--- src/rtl/exec_ctrl_pkg.sv ---
// Shared CPU control definitions: execution FSM state codes and default halt opcode.
package exec_ctrl_pkg;

    typedef enum logic [1:0] {
        StHalted = 2'd0,
        StRun    = 2'd1,
        StStep   = 2'd2,
        StBreak  = 2'd3
    } exec_state_e;

    localparam int unsigned CNT_W_DEFAULT   = 16;
    localparam logic [6:0]  HALT_OP_DEFAULT = 7'h7F;

    function automatic logic is_stopped(exec_state_e s);
        return (s == StHalted) || (s == StBreak);
    endfunction

endpackage

--- src/rtl/exec_ctrl_if.sv ---
// Debug/control bus between the host (requests, breakpoint, datapath view) and exec_ctrl.
interface exec_ctrl_if #(
    parameter int unsigned CNT_W = 16
);
    logic             run_req;
    logic             halt_req;
    logic             step_req;
    logic             bp_en;
    logic [7:0]       bp_addr;
    logic [7:0]       pc_in;
    logic [6:0]       opcode;
    logic             clr_cnt;

    logic             cpu_en;
    logic [1:0]       state;
    logic             halted;
    logic             bp_hit;
    logic             step_done;
    logic [CNT_W-1:0] instr_count;

    modport master (
        output run_req, halt_req, step_req, bp_en, bp_addr, pc_in, opcode, clr_cnt,
        input  cpu_en, state, halted, bp_hit, step_done, instr_count
    );

    modport slave (
        input  run_req, halt_req, step_req, bp_en, bp_addr, pc_in, opcode, clr_cnt,
        output cpu_en, state, halted, bp_hit, step_done, instr_count
    );

endinterface

--- src/rtl/exec_ctrl_sat_counter.sv ---
// Saturating up-counter with synchronous clear taking priority over increment.
module sat_counter #(
    parameter int unsigned WIDTH = 16
) (
    input  logic             clk,
    input  logic             rst,
    input  logic             clr,
    input  logic             inc,
    output logic [WIDTH-1:0] count
);

    logic [WIDTH-1:0] r_count;
    logic [WIDTH-1:0] w_count_nxt;
    logic             w_at_max;

    assign w_at_max = (r_count == {WIDTH{1'b1}});

    always_comb begin
        w_count_nxt = r_count;
        if (clr) begin
            w_count_nxt = '0;
        end else if (inc && !w_at_max) begin
            w_count_nxt = r_count + 1'b1;
        end
    end

    always_ff @(posedge clk or posedge rst) begin
        if (rst) begin
            r_count <= '0;
        end else begin
            r_count <= w_count_nxt;
        end
    end

    assign count = r_count;

endmodule

--- src/rtl/exec_ctrl.sv ---
// Execution controller: run/halt/step/breakpoint FSM gating the datapath, plus an
// executed-instruction counter.
module exec_ctrl
    import exec_ctrl_pkg::*;
#(
    parameter int unsigned CNT_W   = CNT_W_DEFAULT,
    parameter logic [6:0]  HALT_OP = HALT_OP_DEFAULT
) (
    input  logic         clk,
    input  logic         rst,
    exec_ctrl_if.slave   bus
);

    exec_state_e      r_state;
    exec_state_e      w_state_nxt;
    logic             r_skip_bp;
    logic             w_skip_bp_nxt;
    logic             r_step_done;
    logic             w_step_done_nxt;

    logic             w_bp_match;
    logic             w_halt_op;
    logic             w_exec;
    logic             w_cpu_en;
    logic [CNT_W-1:0] w_count;

    assign w_bp_match = bus.bp_en && (bus.pc_in == bus.bp_addr) && !r_skip_bp;
    assign w_halt_op  = (bus.opcode == HALT_OP);

    always_comb begin
        w_state_nxt     = r_state;
        w_skip_bp_nxt   = 1'b0;
        w_step_done_nxt = 1'b0;
        w_exec          = 1'b0;

        unique case (r_state)
            StHalted: begin
                if (bus.halt_req) begin
                    w_state_nxt = StHalted;
                end else if (bus.step_req) begin
                    w_state_nxt = StStep;
                end else if (bus.run_req) begin
                    w_state_nxt = StRun;
                end
            end
            StRun: begin
                w_exec = !bus.halt_req && !w_bp_match && !w_halt_op;
                // Any non-executing RUN cycle leaves RUN, so the skip flag only survives stalls
                // that never happen; clearing on the first executed instruction is enough.
                w_skip_bp_nxt = r_skip_bp && !w_exec;
                if (bus.halt_req || w_halt_op) begin
                    w_state_nxt = StHalted;
                end else if (w_bp_match) begin
                    w_state_nxt = StBreak;
                end
            end
            StStep: begin
                w_exec          = !bus.halt_req && !w_halt_op;
                w_step_done_nxt = !bus.halt_req;
                w_state_nxt     = StHalted;
            end
            StBreak: begin
                if (bus.halt_req) begin
                    w_state_nxt = StHalted;
                end else if (bus.step_req) begin
                    w_state_nxt = StStep;
                end else if (bus.run_req) begin
                    w_state_nxt   = StRun;
                    w_skip_bp_nxt = 1'b1;
                end
            end
        endcase
    end

    // Reset masks the enable combinationally so the datapath freezes before any edge.
    assign w_cpu_en = w_exec && !rst;

    always_ff @(posedge clk or posedge rst) begin
        if (rst) begin
            r_state     <= StHalted;
            r_skip_bp   <= 1'b0;
            r_step_done <= 1'b0;
        end else begin
            r_state     <= w_state_nxt;
            r_skip_bp   <= w_skip_bp_nxt;
            r_step_done <= w_step_done_nxt;
        end
    end

    sat_counter #(
        .WIDTH (CNT_W)
    ) u_instr_cnt (
        .clk   (clk),
        .rst   (rst),
        .clr   (bus.clr_cnt),
        .inc   (w_cpu_en),
        .count (w_count)
    );

    assign bus.cpu_en      = w_cpu_en;
    assign bus.state       = r_state;
    assign bus.halted      = is_stopped(r_state);
    assign bus.bp_hit      = (r_state == StBreak);
    assign bus.step_done   = r_step_done;
    assign bus.instr_count = w_count;

endmodule
--- src/flat_wrapper.sv ---
// flat-port wrapper written by rule: the top's interface ports become plain ports
module exec_ctrl_flat import exec_ctrl_pkg::*;
#(
    parameter int unsigned CNT_W   = CNT_W_DEFAULT,
    parameter logic [6:0]  HALT_OP = HALT_OP_DEFAULT
)
  (clk, rst, bus_run_req, bus_halt_req, bus_step_req, bus_bp_en, bus_bp_addr, bus_pc_in, bus_opcode, bus_clr_cnt, bus_cpu_en, bus_state, bus_halted, bus_bp_hit, bus_step_done, bus_instr_count);
  exec_ctrl_if #(.CNT_W(CNT_W)) bus_i ();
  input  logic clk;
  input  logic rst;
  input wire logic [$bits(bus_i.run_req)-1:0] bus_run_req;
  input wire logic [$bits(bus_i.halt_req)-1:0] bus_halt_req;
  input wire logic [$bits(bus_i.step_req)-1:0] bus_step_req;
  input wire logic [$bits(bus_i.bp_en)-1:0] bus_bp_en;
  input wire logic [$bits(bus_i.bp_addr)-1:0] bus_bp_addr;
  input wire logic [$bits(bus_i.pc_in)-1:0] bus_pc_in;
  input wire logic [$bits(bus_i.opcode)-1:0] bus_opcode;
  input wire logic [$bits(bus_i.clr_cnt)-1:0] bus_clr_cnt;
  output wire logic [$bits(bus_i.cpu_en)-1:0] bus_cpu_en;
  output wire logic [$bits(bus_i.state)-1:0] bus_state;
  output wire logic [$bits(bus_i.halted)-1:0] bus_halted;
  output wire logic [$bits(bus_i.bp_hit)-1:0] bus_bp_hit;
  output wire logic [$bits(bus_i.step_done)-1:0] bus_step_done;
  output wire logic [$bits(bus_i.instr_count)-1:0] bus_instr_count;
  assign bus_i.run_req = bus_run_req;
  assign bus_i.halt_req = bus_halt_req;
  assign bus_i.step_req = bus_step_req;
  assign bus_i.bp_en = bus_bp_en;
  assign bus_i.bp_addr = bus_bp_addr;
  assign bus_i.pc_in = bus_pc_in;
  assign bus_i.opcode = bus_opcode;
  assign bus_i.clr_cnt = bus_clr_cnt;
  assign bus_cpu_en = bus_i.cpu_en;
  assign bus_state = bus_i.state;
  assign bus_halted = bus_i.halted;
  assign bus_bp_hit = bus_i.bp_hit;
  assign bus_step_done = bus_i.step_done;
  assign bus_instr_count = bus_i.instr_count;
  exec_ctrl #(.CNT_W(CNT_W), .HALT_OP(HALT_OP)) u_core (.clk(clk), .rst(rst), .bus(bus_i));
endmodule
--- config.mk ---
export PLATFORM = sky130hd
export DESIGN_NAME = exec_ctrl_flat
export DESIGN_NICKNAME = d
export VERILOG_FILES = /design/src/rtl/exec_ctrl_pkg.sv /design/src/rtl/exec_ctrl_if.sv /design/src/rtl/exec_ctrl_sat_counter.sv /design/src/rtl/exec_ctrl.sv /design/src/flat_wrapper.sv
export SDC_FILE = /design/constraint.sdc
export NUM_CORES = 1
export LEC_CHECK = 0
export CAP_MARGIN = 20
export CORE_MARGIN = 8
export CORE_UTILIZATION = 30
export CTS_BUF_LIST = sky130_fd_sc_hd__clkbuf_2 sky130_fd_sc_hd__clkbuf_4 sky130_fd_sc_hd__clkbuf_8
export DETAILED_ROUTE_END_ITERATION = 12
export PLACE_DENSITY = 0.62
export SYNTH_ARGS = -nofsm -noshare
export SYNTH_HDL_FRONTEND = slang
export SYNTH_HIERARCHICAL = 1
export SYNTH_SLANG_ARGS = --single-unit
--- constraint.sdc ---
create_clock -name clk -period 2.45 [get_ports clk]
set_input_delay 0.49 -clock clk [delete_from_list [all_inputs] [get_ports clk]]
set_output_delay 0.49 -clock clk [all_outputs]
set_load 0.02 [all_outputs]
==> results.py, run 1 <==
metrics = {
    "layout": {
        "syn_to_final_growth_pct": 75.6,
        "layout_common_cells": "clkdlybuf4s50_1, buf_4, dlygate4sd2_1",
        "drive_above_1_share_pct": 34.5,
        "n_antenna_cell": 0,
        "stdcell_count": 278,
        "fin_nets": 261,
        "post-route-util_pct": 54.3,
        "final_common_cell": "clkdlybuf4s50_1",
    },
    "drt": {
        "top_layer": "met4",
        "met2_length_mm": 1.78,
        "met1Wirelength_mm": 1.78,
        "finalWirelength_mm": 3.97,
        "drtPass1Iterations": 4,
        "via_per_inst": 5.08,
        "ant_nets": 0,
        "wl_per_cell_um": 14.3,
        "wl_met3_um": 339,
        "vias": 1412,
        "dr.first_iter.drc_count": 102,
        "drc": 0,
    },
    "critical_path": {
        "cp-start-kind": "primary input",
        "cpMostUsedCell": "or3_4",
        "crit_path_end_kind": "flop",
        "rr_endpoint": "u_core/u_instr_cnt/count[11]",
        "cp.arrival_ns": 2.87,
        "rr_startpoint": "u_core/bus.state[1]",
        "critical_path_class": "in2reg",
        "cp_cell_sequence": "dlygate4sd2_1 > and3_4 > a211o_1 > a31o_1 > a211oi_4 > nand3_2 > or3_4 > buf_4 > or3_4 > a21oi_2",
        "r2r_slack_ns": -0.22,
        "crit_slowest_cell": "or3_4",
        "worst_r2r_path_depth": 11,
        "cp_max_fo": 4,
        "max_stage_delay_ns": 0.43,
        "critPathBufInv": 2,
        "crit_required_ns": 2.65,
        "crit_family": "simple AND/OR/NAND/NOR gates",
    },
    "floorplanning": {
        "io_pins": 52,
        "floorplan.initialDensity_pct": 30.9,
        "num_rows": 24,
        "core-area_mm2": 0.00435,
        "dieWidth_um": 83.0,
        "die_area_mm2": 0.00689,
        "die_h_um": 83.0,
    },
    "placed_design": {
        "io_buffers": 51,
        "dp.cells": 262,
        "place_hpwl_mm": 3.02,
        "place_congestion": 0.814,
    },
    "global_route": {
        "grt_antenna_before_repair": 0,
        "grt_pass1_vias": 1440,
        "grt_max_degree": 17,
        "grt_overflow": 0,
        "grt_usage_pct": 11.2,
        "grt_pass1_wl_mm": 6.58,
    },
    "synthesis": {
        "yosysTopAreaCell": "dfrtp_1",
        "syn_inst": 147,
        "syn_avg_cell_area_um2": 9.16,
        "synth_seq_cells": 20,
        "synthArstFlopShare_pct": 100,
        "syn_nets": 181,
        "mappedNetlistArea_mm2": 0.00135,
        "synth_top_cell_area_share_pct": 37.2,
        "synth_warnings": 6,
        "synth_edf_count": 0,
        "synth_ff_type": "dfrtp_1",
        "ys_top_cells_by_area": "dfrtp_1, xor2_1, a21oi_1",
        "yosysSeqAreaShare_pct": 37.2,
        "synth_cell_types": 47,
    },
    "clock_tree": {
        "htree_num_levels": 1,
        "cts.path.max_buffers": 2,
        "clk-insertion-delay-late_ns": 0.26,
        "postCtsHoldBufs": 0,
        "clock_sinks": 20,
        "cts_buffers": 3,
        "cts-root-buf": "clkbuf_8",
        "cts_tree": "built",
        "clk_pin_slew_ns": 0.08,
    },
    "worst_hold_path": {
        "hold_path.class": "in2async",
    },
    "pwr": {
        "power.leakage_nw": 0.962,
        "internal_power_uw": 756,
        "combPwrFrac_pct": 42.8,
        "switching_share_pct": 31.8,
        "ir_drop_v": 0.000241,
        "pwr-share-clk_pct": 23.7,
        "p_switching_uw": 352,
        "seqPwrFrac_pct": 33.5,
        "power.density_mw_per_mm2": 469,
    },
    "timing": {
        "finalSetupViolCount": 12,
        "hold_violations": 0,
        "whs_ns": 0.527,
        "fin_tns_setup_ns": -1.47,
        "layout_setup_ws_ns": -0.223,
        "drv_slew": 0,
        "worst_slew_pin_slew_ns": 0.718,
        "slew_headroom_pct": 51.9,
        "skew_ns": 0.00238,
        "fin_crit_ns": 2.67,
        "grt_setup_unrepaired": "true",
        "finalCritPeriodShare_pct": 109,
        "fmax_mhz": 374,
    },
    "status": {
        "status": "complete, but fails checks",
        "violations": "negative setup slack",
    },
    "job": {
        "maxCapViolations": 0,
    },
}
==> power groups by stage <==
| stage | Clock [mW] | Combinational [mW] | Sequential (mW) |
|---|---|---|---|
| after floorplan | 0 | 0.193 | 0.404 |
| after global placement | 0 | 0.451 | 0.378 |
| after global routing | 0.278 | 0.515 | 0.374 |
| after CTS | 0.268 | 0.464 | 0.371 |
| after detailed placement | 0 | 0.451 | 0.377 |
| final | 0.263 | 0.475 | 0.371 |
==> worst reg2reg max path, stage by stage (launching register included) <==
cell,delay (ns)
dfrtp_2,0.41
inv_2,0.08
ha_4,0.13
inv_2,0.03
a211o_1,0.24
a31o_1,0.23
a211oi_4,0.32
nand3_2,0.14
or3_4,0.43
buf_4,0.16
or3_4,0.32
a21oi_2,0.12
==> cell usage after synthesis, types with 2 or more instances <==
cell / n
dfrtp_1: 20
inv_1: 11
a21oi_1: 10
nand2_1: 9
nor2_1: 9
or3_1: 8
xor2_1: 8
nand3_1: 5
o21ai_0: 5
o31ai_1: 5
ha_1: 4
nand2b_1: 4
a211oi_1: 3
a31oi_1: 3
mux2_2: 3
or4_1: 3
a211oi_2: 2
and3_1: 2
clkbuf_1: 2
nor2b_1: 2
nor3_1: 2
nor3b_1: 2
==> area by class of cell <==
cell class	instances	area (µm²)
Multi-Input combinational cell	112	977
Tap cell	52	65.1
Inverter	11	41.3
Fill cell	396	1990
Sequential cell	20	503
Timing Repair Buffer	79	722
Clock buffer	4	55.1
==> per-layer routing <==
metal	vias up	GRT usage (%)
li1	691	-
met1	661	13.5
met2	54	17.0
met3	6	4.49
met4	0	5.27
met5	-	0
==> logic make-up after synthesis <==
kind of cell / count (synthesis) / share of synthesized area, %
AOI/OAI and AO/OA: 38 / 19.5
DFF: 20 / 37.2
xor gates and xnor gates: 8 / 5.20
and+or+nand+nor: 58 / 26.8
muxes: 4 / 3.25
adders and majority gates: 4 / 3.72
buffers and inverters: 15 / 4.37
==> per-stage QoR <==
stage / worst slack [ns] / cell area (µm²) / power (mW)
final: -0.223 / 2360 / 1.11
after global placement: -0.733 / 2050 / 0.829
after global routing: -0.317 / 2360 / 1.17
after floorplan: -0.429 / 1390 / 0.596
after CTS: -0.264 / 2260 / 1.10
after detailed placement: -0.805 / 2050 / 0.828
==> how the worst max path moves through the flow <==
stage,startpoint,endpoint,slack [ns],cells after the start
detailed placement,bus_opcode[0],u_core/u_instr_cnt/count[13],-0.80,9
floorplan,u_core/bus.state[1],u_core/u_instr_cnt/count[12],-0.43,11
CTS,u_core/bus.state[1],u_core/u_instr_cnt/count[13],-0.26,10
global route,u_core/bus.state[1],u_core/u_instr_cnt/count[15],-0.32,12
finish,bus_opcode[2],u_core/u_instr_cnt/count[11],-0.22,10
global placement,bus_opcode[4],u_core/u_instr_cnt/count[13],-0.73,9
==> timing repair <==
action	4_1_cts	5_1_grt
setup buffers	9	4
setup endpoints to repair	15	16
cloned	0	0
pin swaps	25	9
gates resized for setup	53	21
==> flip-flops by register name, indices dropped and copies added (netlist names) <==
| name | cells |
|---|---|
| u_core/bus.step_done | 1 |
| u_core/u_instr_cnt/count | 16 |
| u_core/r_skip_bp | 1 |
| u_core/bus.state | 2 |
Power figures use the tool's default switching activity.
==> run 2, diff against run 1 <==
--- a/config.mk
+++ b/config.mk
@@ -13,2 +13,3 @@
 export PLACE_DENSITY = 0.62
+export SLEW_MARGIN = 5
 export SYNTH_ARGS = -nofsm -noshare
==> constraint.sdc (replaced) <==
create_clock -name clk -period 2.45 [get_ports clk]
set_input_delay 0.3675 -clock clk [delete_from_list [all_inputs] [get_ports clk]]
set_output_delay 0.3675 -clock clk [all_outputs]
set_load 0.02 [all_outputs]
==> results.py, run 2 (synthesis results as in run 1) <==
metrics = {
    "status": {
        "status": "complete, but fails checks",
        "violations": "negative setup slack",
    },
    "critical_path": {
        "r2r_slack_ns": -0.12,
        "crit_end": "u_core/u_instr_cnt/count[12]",
        "cp-start-kind": "flop",
        "crit_path_end_kind": "flop",
        "cp.arrival_ns": 2.75,
        "rr_endpoint": "u_core/u_instr_cnt/count[12]",
        "crit_slowest_cell": "or3_4",
        "cpMostUsedCell": "inv_2",
        "cp_cell_sequence": "inv_2 > ha_4 > inv_2 > a211o_1 > a31o_1 > a211oi_4 > nand2_1 > or3_4 > or4_1 > a21oi_1",
        "rr_startpoint": "u_core/bus.state[1]",
        "critPathLaunch": "u_core/bus.state[1]",
        "crit_cells": 10,
        "max_stage_delay_ns": 0.43,
        "cp_max_fo": 7,
        "worst_r2r_path_depth": 10,
        "crit_family": "simple AND/OR/NAND/NOR gates",
        "critical_path_class": "reg2reg",
        "crit_required_ns": 2.63,
        "critPathBufInv": 2,
    },
    "job": {
        "maxCapViolations": 0,
    },
    "timing": {
        "drv_slew": 0,
        "fin_tns_setup_ns": -0.303,
        "grt_setup_unrepaired": "true",
        "whs_ns": 0.413,
        "skew_ns": 0.00504,
        "slew_headroom_pct": 51.3,
        "hold_violations": 0,
        "finalSetupViolCount": 6,
        "worst_slew_pin_slew_ns": 0.723,
        "fin_crit_ns": 2.57,
        "finalCritPeriodShare_pct": 105,
        "fmax_mhz": 389,
        "layout_setup_ws_ns": -0.118,
    },
    "pwr": {
        "seqPwrFrac_pct": 34.1,
        "internal_power_uw": 750,
        "pwr-share-clk_pct": 21.7,
        "combPwrFrac_pct": 44.2,
        "power.density_mw_per_mm2": 493,
        "switching_share_pct": 31.1,
        "ir_drop_v": 0.000351,
        "p_switching_uw": 339,
        "power.leakage_nw": 0.867,
    },
    "global_route": {
        "grt_pass1_wl_mm": 6.57,
        "grt_overflow": 0,
        "grt_pass1_vias": 1438,
        "grt_max_degree": 17,
        "grt_antenna_before_repair": 0,
        "grt_usage_pct": 11.0,
    },
    "placed_design": {
        "place_congestion": 0.828,
        "place_hpwl_mm": 2.95,
        "io_buffers": 51,
    },
    "layout": {
        "fillers": 404,
        "n_antenna_cell": 0,
        "final_common_cell": "clkdlybuf4s50_1",
        "drive_above_1_share_pct": 26.1,
        "fin_nets": 257,
        "largest_register_ff_count": 16,
        "syn_to_final_growth_pct": 64.0,
        "layout_common_cells": "clkdlybuf4s50_1, buf_4, dfrtp_1",
    },
    "floorplanning": {
        "dieWidth_um": 83.0,
        "io_pins": 52,
        "num_rows": 24,
        "core-area_mm2": 0.00435,
        "floorplan.initialDensity_pct": 30.9,
        "die_h_um": 83.0,
        "die_area_mm2": 0.00689,
    },
    "drt": {
        "wl_per_cell_um": 13.9,
        "met1Wirelength_mm": 1.67,
        "drc": 0,
        "dr.first_iter.drc_count": 125,
        "drtPass1Iterations": 4,
        "vias": 1404,
        "top_layer": "met4",
        "via_per_inst": 5.12,
        "ant_nets": 0,
        "finalWirelength_mm": 3.81,
        "wl_met3_um": 355,
        "met2_length_mm": 1.74,
    },
    "clock_tree": {
        "htree_num_levels": 1,
        "cts.path.max_buffers": 2,
        "cts_buffers": 3,
        "postCtsHoldBufs": 0,
        "clk-insertion-delay-late_ns": 0.26,
        "clock_sinks": 20,
        "cts_tree": "built",
        "clk_pin_slew_ns": 0.08,
        "cts-root-buf": "clkbuf_8",
    },
    "worst_hold_path": {
        "hold_path.class": "in2async",
    },
}
-- run 2: through the flow --
step / setup slack (ns) / instances / cell area [µm²] / util [%] / total power [mW]
after floorplan: -0.429 / 147 / 1390 / - / 0.596
after global placement: -0.488 / 260 / 2040 / 46.8 / 0.820
after detailed placement: -0.520 / 260 / 2040 / 46.8 / 0.820
after CTS: -0.0964 / 269 / 2150 / 49.3 / 1.08
after global routing: -0.231 / 274 / 2210 / 50.7 / 1.16
final: -0.118 / 274 / 2210 / 50.7 / 1.09
-- run 2: power by group through the flow --
stage,combinational (mW),sequential [mW],clock (mW)
final,0.482,0.371,0.237
after global routing,0.525,0.374,0.259
after CTS,0.460,0.371,0.249
after detailed placement,0.443,0.377,0
after global placement,0.443,0.378,0
after floorplan,0.193,0.404,0
-- run 2: final cells by class --
| type | instances | area (µm²) | share of cell area (%) |
|---|---|---|---|
| Clock buffer | 4 | 48.8 | 2.21 |
| Inverter | 11 | 41.3 | 1.87 |
| Multi-Input combinational cell | 112 | 863 | 39.1 |
| Sequential cell | 20 | 503 | 22.8 |
| Tap cell | 52 | 65.1 | 2.95 |
| Timing Repair Buffer | 75 | 687 | 31.1 |
-- run 2: worst min path at each step --
| stage | from | endpoint |
|---|---|---|
| after global placement | u_core/u_instr_cnt/count[4] | u_core/u_instr_cnt/count[4] |
| after detailed placement | u_core/u_instr_cnt/count[4] | u_core/u_instr_cnt/count[4] |
| final | rst | u_core/bus.state[1] |
| after CTS | rst | u_core/bus.state[1] |
| after global routing | rst | u_core/bus.state[1] |
| after floorplan | rst | u_core/bus.step_done |
-- run 2: timing repair --
| item | CTS | global route |
|---|---|---|
| resized for setup | 15 | 11 |
| buffers inserted | 5 | 5 |
| endpoints found under the setup margin | 11 | 12 |
| pin swaps | 4 | 3 |
-- run 2: metal layers --
layer  vias up  global-route usage, %
met5         -                      0
met4         0                   3.83
met3         2                   4.30
met2        63                   17.6
met1       652                   13.0
li1        687                      -
